$ cat config.mk
export PLATFORM = sky130hd
export DESIGN_NAME = regfile_wr_arbiter
export DESIGN_NICKNAME = d
export VERILOG_FILES = /design/src/rtl/regarb_pkg.sv /design/src/rtl/regfile_wr_arbiter_rr_picker.sv /design/src/rtl/regfile_wr_arbiter.sv
export SDC_FILE = /design/constraint.sdc
export NUM_CORES = 1
export LEC_CHECK = 0
export ABC_AREA = 1
export BUFFER_PORTS_ARGS = -buffer_cell sky130_fd_sc_hd__buf_2
export CORE_ASPECT_RATIO = 0.8
export CORE_UTILIZATION = 41
export DETAILED_ROUTE_END_ITERATION = 12
export PLACE_DENSITY_LB_ADDON = 0.1
export SYNTH_ARGS = -nofsm -noshare
export SYNTH_HDL_FRONTEND = slang
export SYNTH_SLANG_ARGS = --single-unit
$ cat constraint.sdc
create_clock -name clk -period 3.4 [get_ports clk]
set_input_delay 0.51 -clock clk [delete_from_list [all_inputs] [get_ports clk]]
set_output_delay 0.51 -clock clk [all_outputs]
set_load 0.02 [all_outputs]
$ cat src/rtl/regarb_pkg.sv
`default_nettype none
// ============================================================================
//  Module      : regarb_pkg
//  Description : Shared definitions for the register-file write arbiter.
//                Holds the default address/data widths, the register count
//                of the target register file, and the round-robin one-hot
//                pick function used by rr_picker.
//  Revision    : 1.0  initial release
// ============================================================================
package regarb_pkg;

    localparam int unsigned SIZE_DEFAULT = 5;
    localparam int unsigned DW_DEFAULT   = 32;
    localparam int unsigned REG_COUNT    = 32;

    // Upper bound on requester count; the pick function works on a vector
    // of this width and callers zero-extend their eligibility mask into it.
    localparam int unsigned MAX_REQ      = 8;
    localparam int unsigned MAX_PW       = $clog2(MAX_REQ);

    // Search 'eligible' starting at index 'ptr' upward, wrapping at 'nreq',
    // and return a one-hot vector marking the first hit (all zero if none).
    function automatic logic [MAX_REQ-1:0] rr_pick_onehot(
        input logic [MAX_REQ-1:0] eligible,
        input int unsigned        ptr,
        input int unsigned        nreq
    );
        logic [MAX_REQ-1:0] onehot;
        logic               found;
        int unsigned        pos;
        onehot = '0;
        found  = 1'b0;
        for (int unsigned k = 0; k < MAX_REQ; k++) begin
            pos = ptr + k;
            if (pos >= nreq) begin
                pos = pos - nreq;
            end
            if ((k < nreq) && !found && eligible[pos[MAX_PW-1:0]]) begin
                onehot[pos[MAX_PW-1:0]] = 1'b1;
                found = 1'b1;
            end
        end
        return onehot;
    endfunction

endpackage
`default_nettype wire

$ cat src/rtl/regfile_wr_arbiter_rr_picker.sv
`default_nettype none
// ============================================================================
//  Module      : rr_picker
//  Description : Combinational round-robin picker. Finds the first set bit
//                of 'eligible' at or above 'ptr' (with wrap) and reports its
//                index.
//  Ports       : eligible  in  NREQ            candidate mask
//                ptr       in  clog2(NREQ)     highest-priority index
//                valid     out 1               any bit eligible
//                g         out clog2(NREQ)     index of the selected bit
//  Revision    : 1.0  initial release
// ============================================================================
module rr_picker
    import regarb_pkg::*;
#(
    parameter int NREQ = 4
) (
    input  logic [NREQ-1:0]         eligible,
    input  logic [$clog2(NREQ)-1:0] ptr,
    output logic                    valid,
    output logic [$clog2(NREQ)-1:0] g
);

    localparam int PW = $clog2(NREQ);

    logic [MAX_REQ-1:0] elig_ext;
    logic [MAX_REQ-1:0] pick_oh;

    always_comb begin
        elig_ext             = '0;
        elig_ext[NREQ-1:0]   = eligible;
    end

    assign pick_oh = rr_pick_onehot(elig_ext, 32'(ptr), NREQ);

    // Bits above NREQ are never set by the pick, so a plain OR is enough.
    always_comb begin
        valid = |pick_oh;
        g     = '0;
        for (int i = 0; i < NREQ; i++) begin
            if (pick_oh[i]) begin
                g = i[PW-1:0];
            end
        end
    end

endmodule
`default_nettype wire

$ cat src/rtl/regfile_wr_arbiter.sv
`default_nettype none
// ============================================================================
//  Module      : regfile_wr_arbiter
//  Description : Round-robin arbiter sharing the single write port of a
//                32 x 32-bit register file among NREQ requesters. The chosen
//                write is registered for one cycle so the register file sees
//                clean write controls, and a one-cycle ack is returned to the
//                granted requester.
//  Ports       : clk        in   1          clock
//                Reset      in   1          async active-high reset
//                req        in   NREQ       level write requests
//                req_addr   in   NREQ*SIZE  packed addresses
//                req_data   in   NREQ*DW    packed data
//                ack        out  NREQ       one-hot grant pulse
//                Write_Reg  out  1          register file write enable
//                W_Addr     out  SIZE       register file write address
//                W_Data     out  DW         register file write data
//                busy       out  1          any request or write in flight
//  Build macro : REGARB_R0_PROTECT_EN - when defined, a granted write to
//                address 0 is acked but Write_Reg stays low, so register 0
//                keeps its reset value.
//  Revision    : 1.0  initial release
// ============================================================================
module regfile_wr_arbiter
    import regarb_pkg::*;
#(
    parameter int NREQ = 4,
    parameter int SIZE = SIZE_DEFAULT,
    parameter int DW   = DW_DEFAULT
) (
    input  logic                 clk,
    input  logic                 Reset,
    input  logic [NREQ-1:0]      req,
    input  logic [NREQ*SIZE-1:0] req_addr,
    input  logic [NREQ*DW-1:0]   req_data,
    output logic [NREQ-1:0]      ack,
    output logic                 Write_Reg,
    output logic [SIZE-1:0]      W_Addr,
    output logic [DW-1:0]        W_Data,
    output logic                 busy
);

    localparam int PW = $clog2(NREQ);

    logic [PW-1:0]   ptr_q,   ptr_d;
    logic [NREQ-1:0] ack_q,   ack_d;
    logic            wr_q,    wr_d;
    logic [SIZE-1:0] waddr_q, waddr_d;
    logic [DW-1:0]   wdata_q, wdata_d;

    logic [NREQ-1:0] eligible;
    logic            pick_valid;
    logic [PW-1:0]   pick_g;
    logic [SIZE-1:0] sel_addr;
    logic [DW-1:0]   sel_data;

    // The requester being acked this cycle still has req high; masking it
    // keeps the same request from being granted twice.
    assign eligible = req & ~ack_q;

    rr_picker #(
        .NREQ (NREQ)
    ) u_picker (
        .eligible (eligible),
        .ptr      (ptr_q),
        .valid    (pick_valid),
        .g        (pick_g)
    );

    always_comb begin
        sel_addr = '0;
        sel_data = '0;
        for (int i = 0; i < NREQ; i++) begin
            if (pick_g == i[PW-1:0]) begin
                sel_addr = req_addr[i*SIZE +: SIZE];
                sel_data = req_data[i*DW +: DW];
            end
        end
    end

    always_comb begin
        ptr_d   = ptr_q;
        ack_d   = '0;
        wr_d    = 1'b0;
        waddr_d = waddr_q;
        wdata_d = wdata_q;
        if (pick_valid) begin
            ack_d[pick_g] = 1'b1;
            waddr_d       = sel_addr;
            wdata_d       = sel_data;
`ifdef REGARB_R0_PROTECT_EN
            wr_d          = (sel_addr != '0);
`else
            wr_d          = 1'b1;
`endif
            if (pick_g == PW'(NREQ - 1)) begin
                ptr_d = '0;
            end else begin
                ptr_d = pick_g + 1'b1;
            end
        end
    end

    always_ff @(posedge clk or posedge Reset) begin
        if (Reset) begin
            ptr_q   <= '0;
            ack_q   <= '0;
            wr_q    <= 1'b0;
            waddr_q <= '0;
            wdata_q <= '0;
        end else begin
            ptr_q   <= ptr_d;
            ack_q   <= ack_d;
            wr_q    <= wr_d;
            waddr_q <= waddr_d;
            wdata_q <= wdata_d;
        end
    end

    assign ack       = ack_q;
    assign Write_Reg = wr_q;
    assign W_Addr    = waddr_q;
    assign W_Data    = wdata_q;
    assign busy      = (|req) | wr_q;

endmodule
`default_nettype wire

==> metrics.md, run 1 <==
| Metric | Value |
|---|---|
| Via count of the first global-routing pass | 3882 |
| Number of iterations in the first detailed-routing pass | 5 |
| Clock sink total | between 40 and 50 |
| CTS Hold Bufs | 0 |
| Worst endpoint data arrival time | 3.36 ns |
| Critical path's slowest cell | dfrtp_2 |
| Core area | 8130 µm² |
| Unrepaired setup endpoints after global routing | no |
| Commonest non-fill, non-tap cell in the layout | buf_2 |
| CTS tree | yes |
| Storage cell area | 1100 µm² |
| Final Cycle Share | 91.4% |
| Die span in y | 85.0 µm |
| Setup CP Type | reg2reg |
| Slew margin rel. | 36.7% |
| Total vias in the final route | 4191 |
| Worst-Skew Late Latency | 0.31 ns |
| First-pass GRT wire length | 18.7 mm |
| Final Hold Fails | 0 |
| Skew final | 0.00606 ns |
| Fin area | ~4700 µm² |
| Filler instances | 829 |
| Syn_area_per_cell | between 6 and 7 µm² |
| Worst path most repeated cell | nand2_1 |
| WL/cell | 14.2 µm |
| Library cells used by synthesis | 26 |
| # nets final | 874 |
| Via/cell ratio | ~5.1 |
| Clock buffer depth | 2 |
| H-tree depth | 2 |
| Reg2reg path depth | 21 |
| Crit path cell chain | inv_1, ha_1, inv_1, nand3_1, nand2_1, nor2_2, nand3_1, nand2_1, inv_1, nand3_1, a21oi_2, inv_1, ha_1, inv_2, buf_12, nand3_1, nand2_1, o21ai_0, o21ai_1, nand2_1, nand2_1 |
| Largest family of logic cells by synthesized area | simple AND/OR/NAND/NOR gates |
| Crit-path max FO | 19 |
| Post-Synthesis Cells | 530 |
| Hold WC Path Type | in2async |
| CP Capture Type | flip-flop |
| Synthesized area | 3530 µm² |
| Register bit count reported by yosys | 44 |
| Routed Antenna Nets | 0 |
| Buffers on Ports | 196 |
| Post-synthesis mux area share | 0% |
| # IOs | 197 |
| CP startpoint kind | flip-flop |
| Detailed router's first-iteration violation count | 238 |
| Bufs and invs on worst path | 6 |
| Most frequent cells in the layout | 196 x buf_2, 172 x nand2_1, 87 x nand3_1 |
| Cell area after placement | 4590 µm² |
| Reg2reg start | ptr_q[1]$_DFFE_PP0N_ |
| Largest net degree at the start of global routing | 45 |
| Slew @ Worst Pin | 0.949 ns |
| Max-slew violations | 0 |
| Area grow syn2layout | 34.0% |
| Internal reg-to-reg setup slack | 0.29 ns |
| GRT Overall Usage | 26.3% |
| Layout cells sized above 1 | between 30 and 40% |
| Setup TNS | 0 ns |
| GP Congestion | a little over 0.8 |
| Net Count, Synth | 696 |
| CP top delay family | simple AND/OR/NAND/NOR gates |
| Drc violations | 0 |
| Total CTS buffers | 5 |
| Sequential area share after synthesis | 31.2% |
| Final WL | about 12 mm |
| Tmin final | between 3 and 4 ns |
| R2r endpoint | W_Data[10]$_DFFE_PP0N_ |
| CP peak stage delay | 0.45 ns |
| Worst-path clk slew | 0.09 ns |
| GR Overflow Total | 0 |
| Initial antenna violation count | 0 |
| Area taken by multi-input logic gates | 2120 µm² |
| Die Width | 106 µm |
| XOR/XNOR Fraction of Synth Area | 0% |
| Yosys Warn Count | 0 |
| Synth Area in Adders | 4.26% |
| Initial Utilization | 43.4% |
| Status | complete, no violations |
| Row count | 29 |
| Synth Area in Simple Gates | 39.6% |
| Final HPWL DP | 8.44 mm |
| Post-CTS Setup Inserts | 0 |
| Antenna diodes | 0 |
| Root Driver | clkbuf_8 |
| Worst EP required | 3.65 ns |
| Post-synthesis compound-gate area fraction | between 10% and 20% |
| Max Cap Viol | 0 |
| Fmax | 322 MHz |
| Die area | between 8000 and 9000 µm² |
| Final setup viols | 0 |
-- flip-flops by register name, summed over array words and instances, names as in the netlist --
signal / flops
W_Data: 32
W_Addr: 5
ack: 4
ptr_q: 2
Write_Reg: 1
-- layout make-up --
class,instances,area share [%]
multi-input combinational,420,44.9
timing repair buffer,211,24.4
sequential,44,23.3
tap,108,2.86
inverter,26,2.06
clock buffer,5,1.46
clock inverter,3,0.979
-- cell usage after synthesis (all sizes together) --
library cell | count | area [µm²]
nand2 | 176 | 681
nand3 | 105 | 623
o21ai | 74 | 370
dfrtp | 44 | 1100
a21oi | 38 | 190
clkbuf | 24 | 90.1
inv | 23 | 86.3
buf | 16 | 131
ha | 12 | 150
nor2 | 12 | 76.3
clkinv | 3 | 11.3
nand4 | 1 | 6.26
nor3 | 1 | 5.00
or2 | 1 | 6.26
-- worst max path at each step --
| stage | startpoint | endpoint | slack, ns | cells past startpoint |
|---|---|---|---|---|
| 5_1_grt | ptr_q[1]$_DFFE_PP0N_ | W_Data[19]$_DFFE_PP0N_ | 0.004 | 20 |
| 6_report | ptr_q[1]$_DFFE_PP0N_ | W_Data[10]$_DFFE_PP0N_ | 0.29 | 21 |
| 3_3_place_gp | ptr_q[0]$_DFFE_PP0N_ | W_Data[10]$_DFFE_PP0N_ | 0.24 | 20 |
| 3_5_place_dp | ptr_q[0]$_DFFE_PP0N_ | W_Data[10]$_DFFE_PP0N_ | 0.12 | 20 |
| 4_1_cts | ptr_q[0]$_DFFE_PP0N_ | W_Data[10]$_DFFE_PP0N_ | 0.05 | 20 |
| 2_1_floorplan | ptr_q[0]$_DFFE_PP0N_ | W_Addr[2]$_DFFE_PP0N_ | 0.20 | 21 |
-- per-layer routing --
layer	vias to the layer above	track usage (%)	wire [µm]
met5	-	0	0
met4	0	6.82	159
met3	15	5.22	815
met2	176	45.5	5660
met1	1886	33.6	4990
li1	2114	-	-
-- worst register-to-register path: stages, from the launching register on --
cell,delay [ns]
dfrtp_2,0.45
inv_1,0.17
ha_1,0.29
inv_1,0.09
nand3_1,0.11
nand2_1,0.10
nor2_2,0.06
nand3_1,0.06
nand2_1,0.05
inv_1,0.04
nand3_1,0.15
a21oi_2,0.18
inv_1,0.10
ha_1,0.25
inv_2,0.15
buf_12,0.17
nand3_1,0.09
nand2_1,0.07
o21ai_0,0.13
o21ai_1,0.20
nand2_1,0.07
nand2_1,0.07
-- what timing repair did --
item	in CTS	in global routing
endpoints found under the hold margin	0	0
setup endpoints to repair	0	37
gates resized for setup	0	9
-- stage by stage --
step	utilization (%)	hold WS (ns)	std cells	setup slack [ns]
after global routing	58.2	0.487	817	0.00377
after CTS	57.9	0.447	817	0.0535
after floorplan	-	0.615	530	0.204
final	58.2	0.402	817	0.293
after detailed placement	56.5	0.490	809	0.116
after global placement	56.5	0.490	809	0.243
-- kinds of logic (layout without fill, tap and decap cells) --
kind of cell	count (synthesis)	count (layout)
flip-flops	44	44
AO/OA/AOI/OAI	112	112
adder cells (fa/ha/maj)	12	12
AND/OR/NAND/NOR	296	296
buffers and inverters	66	245
Power of run 1 is not shown: default switching activity piles up to over one toggle a cycle in this logic, so the estimate is an artifact.
==> inputs of run 2 (changes only) <==
- CORE_ASPECT_RATIO: 0.8 -> not set
==> metrics.md, run 2 (synthesized netlist as in run 1, its figures left out) <==
| Metric | Value |
|---|---|
| Status | complete, no violations |
| Worst-Skew Late Latency | 0.30 ns (about the same) |
| Detailed router's first-iteration violation count | 125 (-47%) |
| GR Overflow Total | 0 (unchanged) |
| Most frequent cells in the layout | 196 x buf_2, 172 x nand2_1, 87 x nand3_1 |
| # nets final | 880 (+0.69%) |
| Crit-path max FO | 16 (-3) |
| Initial antenna violation count | 0 (unchanged) |
| Via/cell ratio | 5.12 (-0.22%) |
| Max Cap Viol | 0 (unchanged) |
| Skew final | 0.00945 ns (+0.00340 ns) |
| Worst-path clk slew | 0.09 ns (about the same) |
| Final HPWL DP | 8.41 mm (-0.33%) |
| GP Congestion | 0.836 (+1.6%) |
| Clock buffer depth | 2 (unchanged) |
| Row count | 33 (+14%) |
| Worst hold slack | 0.411 ns (+0.00946 ns) |
| Final setup viols | 0 (unchanged) |
| Setup CP Type | reg2reg |
| Commonest non-fill, non-tap cell in the layout | buf_2 |
| Fmax | 320 MHz (-0.49%) |
| Worst EP required | 3.65 ns (about the same) |
| CTS Hold Bufs | 0 (unchanged) |
| Largest net degree at the start of global routing | 45 (unchanged) |
| First-pass GRT wire length | 18.2 mm (-2.8%) |
| Die area | 8980 µm² (about the same) |
| Final WL | 11.8 mm (+1.5%) |
| Area grow syn2layout | 34.4% |
| Worst endpoint data arrival time | 3.37 ns (about the same) |
| Final Cycle Share | 91.8% (+0.45 points) |
| Die Width | 94.8 µm (-10%) |
| Root Driver | clkbuf_8 |
| Buffers on Ports | 196 (unchanged) |
| Slew @ Worst Pin | 0.931 ns (-0.0180 ns) |
| Drc violations | 0 (unchanged) |
| Clock sink total | 44 (unchanged) |
| Filler instances | 860 (+3.7%) |
| Max-slew violations | 0 (unchanged) |
| Die span in y | 94.8 µm (+12%) |
| H-tree depth | 2 (unchanged) |
| Final Hold Fails | 0 (unchanged) |
| Total vias in the final route | 4197 (+0.14%) |
| CTS tree | yes |
| Tmin final | 3.12 ns (+0.0154 ns) |
| Core area | 8260 µm² (+1.6%) |
| Via count of the first global-routing pass | 3934 (+1.3%) |
| CP startpoint kind | flip-flop |
| Finished Core Util | 57.4% (-0.72 points) |
| Initial Utilization | 42.7% (-0.68 points) |
| Antenna diodes | 0 (unchanged) |
| Total CTS buffers | 5 (unchanged) |
| Hold WC Path Type | in2async |
| CP Capture Type | flip-flop |
| Layout cells sized above 1 | 36.8% (+0.68 points) |
| # IOs | 197 (unchanged) |
| WL/cell | 14.4 µm (+1.1%) |
| Number of iterations in the first detailed-routing pass | 5 (unchanged) |
| Max reg flops | 32 (unchanged) |
| Slew margin rel. | 37.9% (+1.2 points) |
| Routed Antenna Nets | 0 (unchanged) |
| GRT Overall Usage | 25.7% (-0.57 points) |
run 2: routing by layer:
metal / up-vias / wire, µm / GRT usage, %
met1: 1891 / 5030 / 32.2
met3: 15 / 812 / 4.75
met2: 170 / 5770 / 44.8
met5: - / 0 / 0
li1: 2121 / - / -
met4: 0 / 196 / 7.20
run 2: worst max-delay path, cell delays in order, from the launching register on:
cell and delay (ns):
dfrtp_2 0.47, inv_1 0.17, ha_1 0.29, inv_1 0.08
nand3_1 0.10, nand3_1 0.14, nand2_2 0.08, inv_2 0.09
nand3_1 0.10, inv_1 0.07, nor2_1 0.06, a21oi_2 0.21
inv_1 0.09, ha_1 0.24, inv_2 0.12, buf_12 0.17
nand3_1 0.09, nand2_1 0.08, o21ai_0 0.08, o21ai_0 0.21
nand2_1 0.08, nand2_1 0.07
run 2: cell type report:
type / count / area, µm² / share of cell area (%)
multi-input combinational: 420 / 2120 / 44.6
timing repair buffer: 217 / 1170 / 24.7
sequential: 44 / 1100 / 23.3
tap: 105 / 131 / 2.77
inverter: 26 / 97.6 / 2.06
clock buffer: 6 / 82.6 / 1.74
clock inverter: 2 / 38.8 / 0.818
run 2: timing repair:
| action | 4_1_cts | 5_1_grt |
|---|---|---|
| resized for setup | 0 | 9 |
| setup buffers | 0 | 5 |
| setup endpoints to repair | 0 | 37 |
run 2: path summary, 6_finish.rpt:
kind,startpoint,slack [ns],end,cells past startpoint
hold reg to reg,W_Data[17]$_DFFE_PP0N_,0.52,W_Data[17]$_DFFE_PP0N_,2
hold / removal,Reset,0.41,W_Data[16]$_DFFE_PP0N_,2
max in group asynchronous,Reset,2.36,ptr_q[1]$_DFFE_PP0N_,2
min in group clk,req_data[114],0.51,W_Data[18]$_DFFE_PP0N_,5
setup reg to reg,ptr_q[1]$_DFFE_PP0N_,0.28,W_Data[12]$_DFFE_PP0N_,21
setup / recovery,ptr_q[1]$_DFFE_PP0N_,0.28,W_Data[12]$_DFFE_PP0N_,21
run 2: stage by stage:
| step | setup TNS [ns] | setup slack [ns] | instance area [µm²] | instances |
|---|---|---|---|---|
| after floorplan | 0 | 0.204 | 3530 | 530 |
| after global placement | 0 | 0.184 | 4550 | 806 |
| after detailed placement | 0 | 0.0588 | 4550 | 806 |
| after CTS | 0 | 0.0142 | 4670 | 814 |
| after global routing | -0.0150 | -0.0150 | 4740 | 820 |
| final | 0 | 0.278 | 4740 | 820 |
Power of run 2 is left out for the same reason.
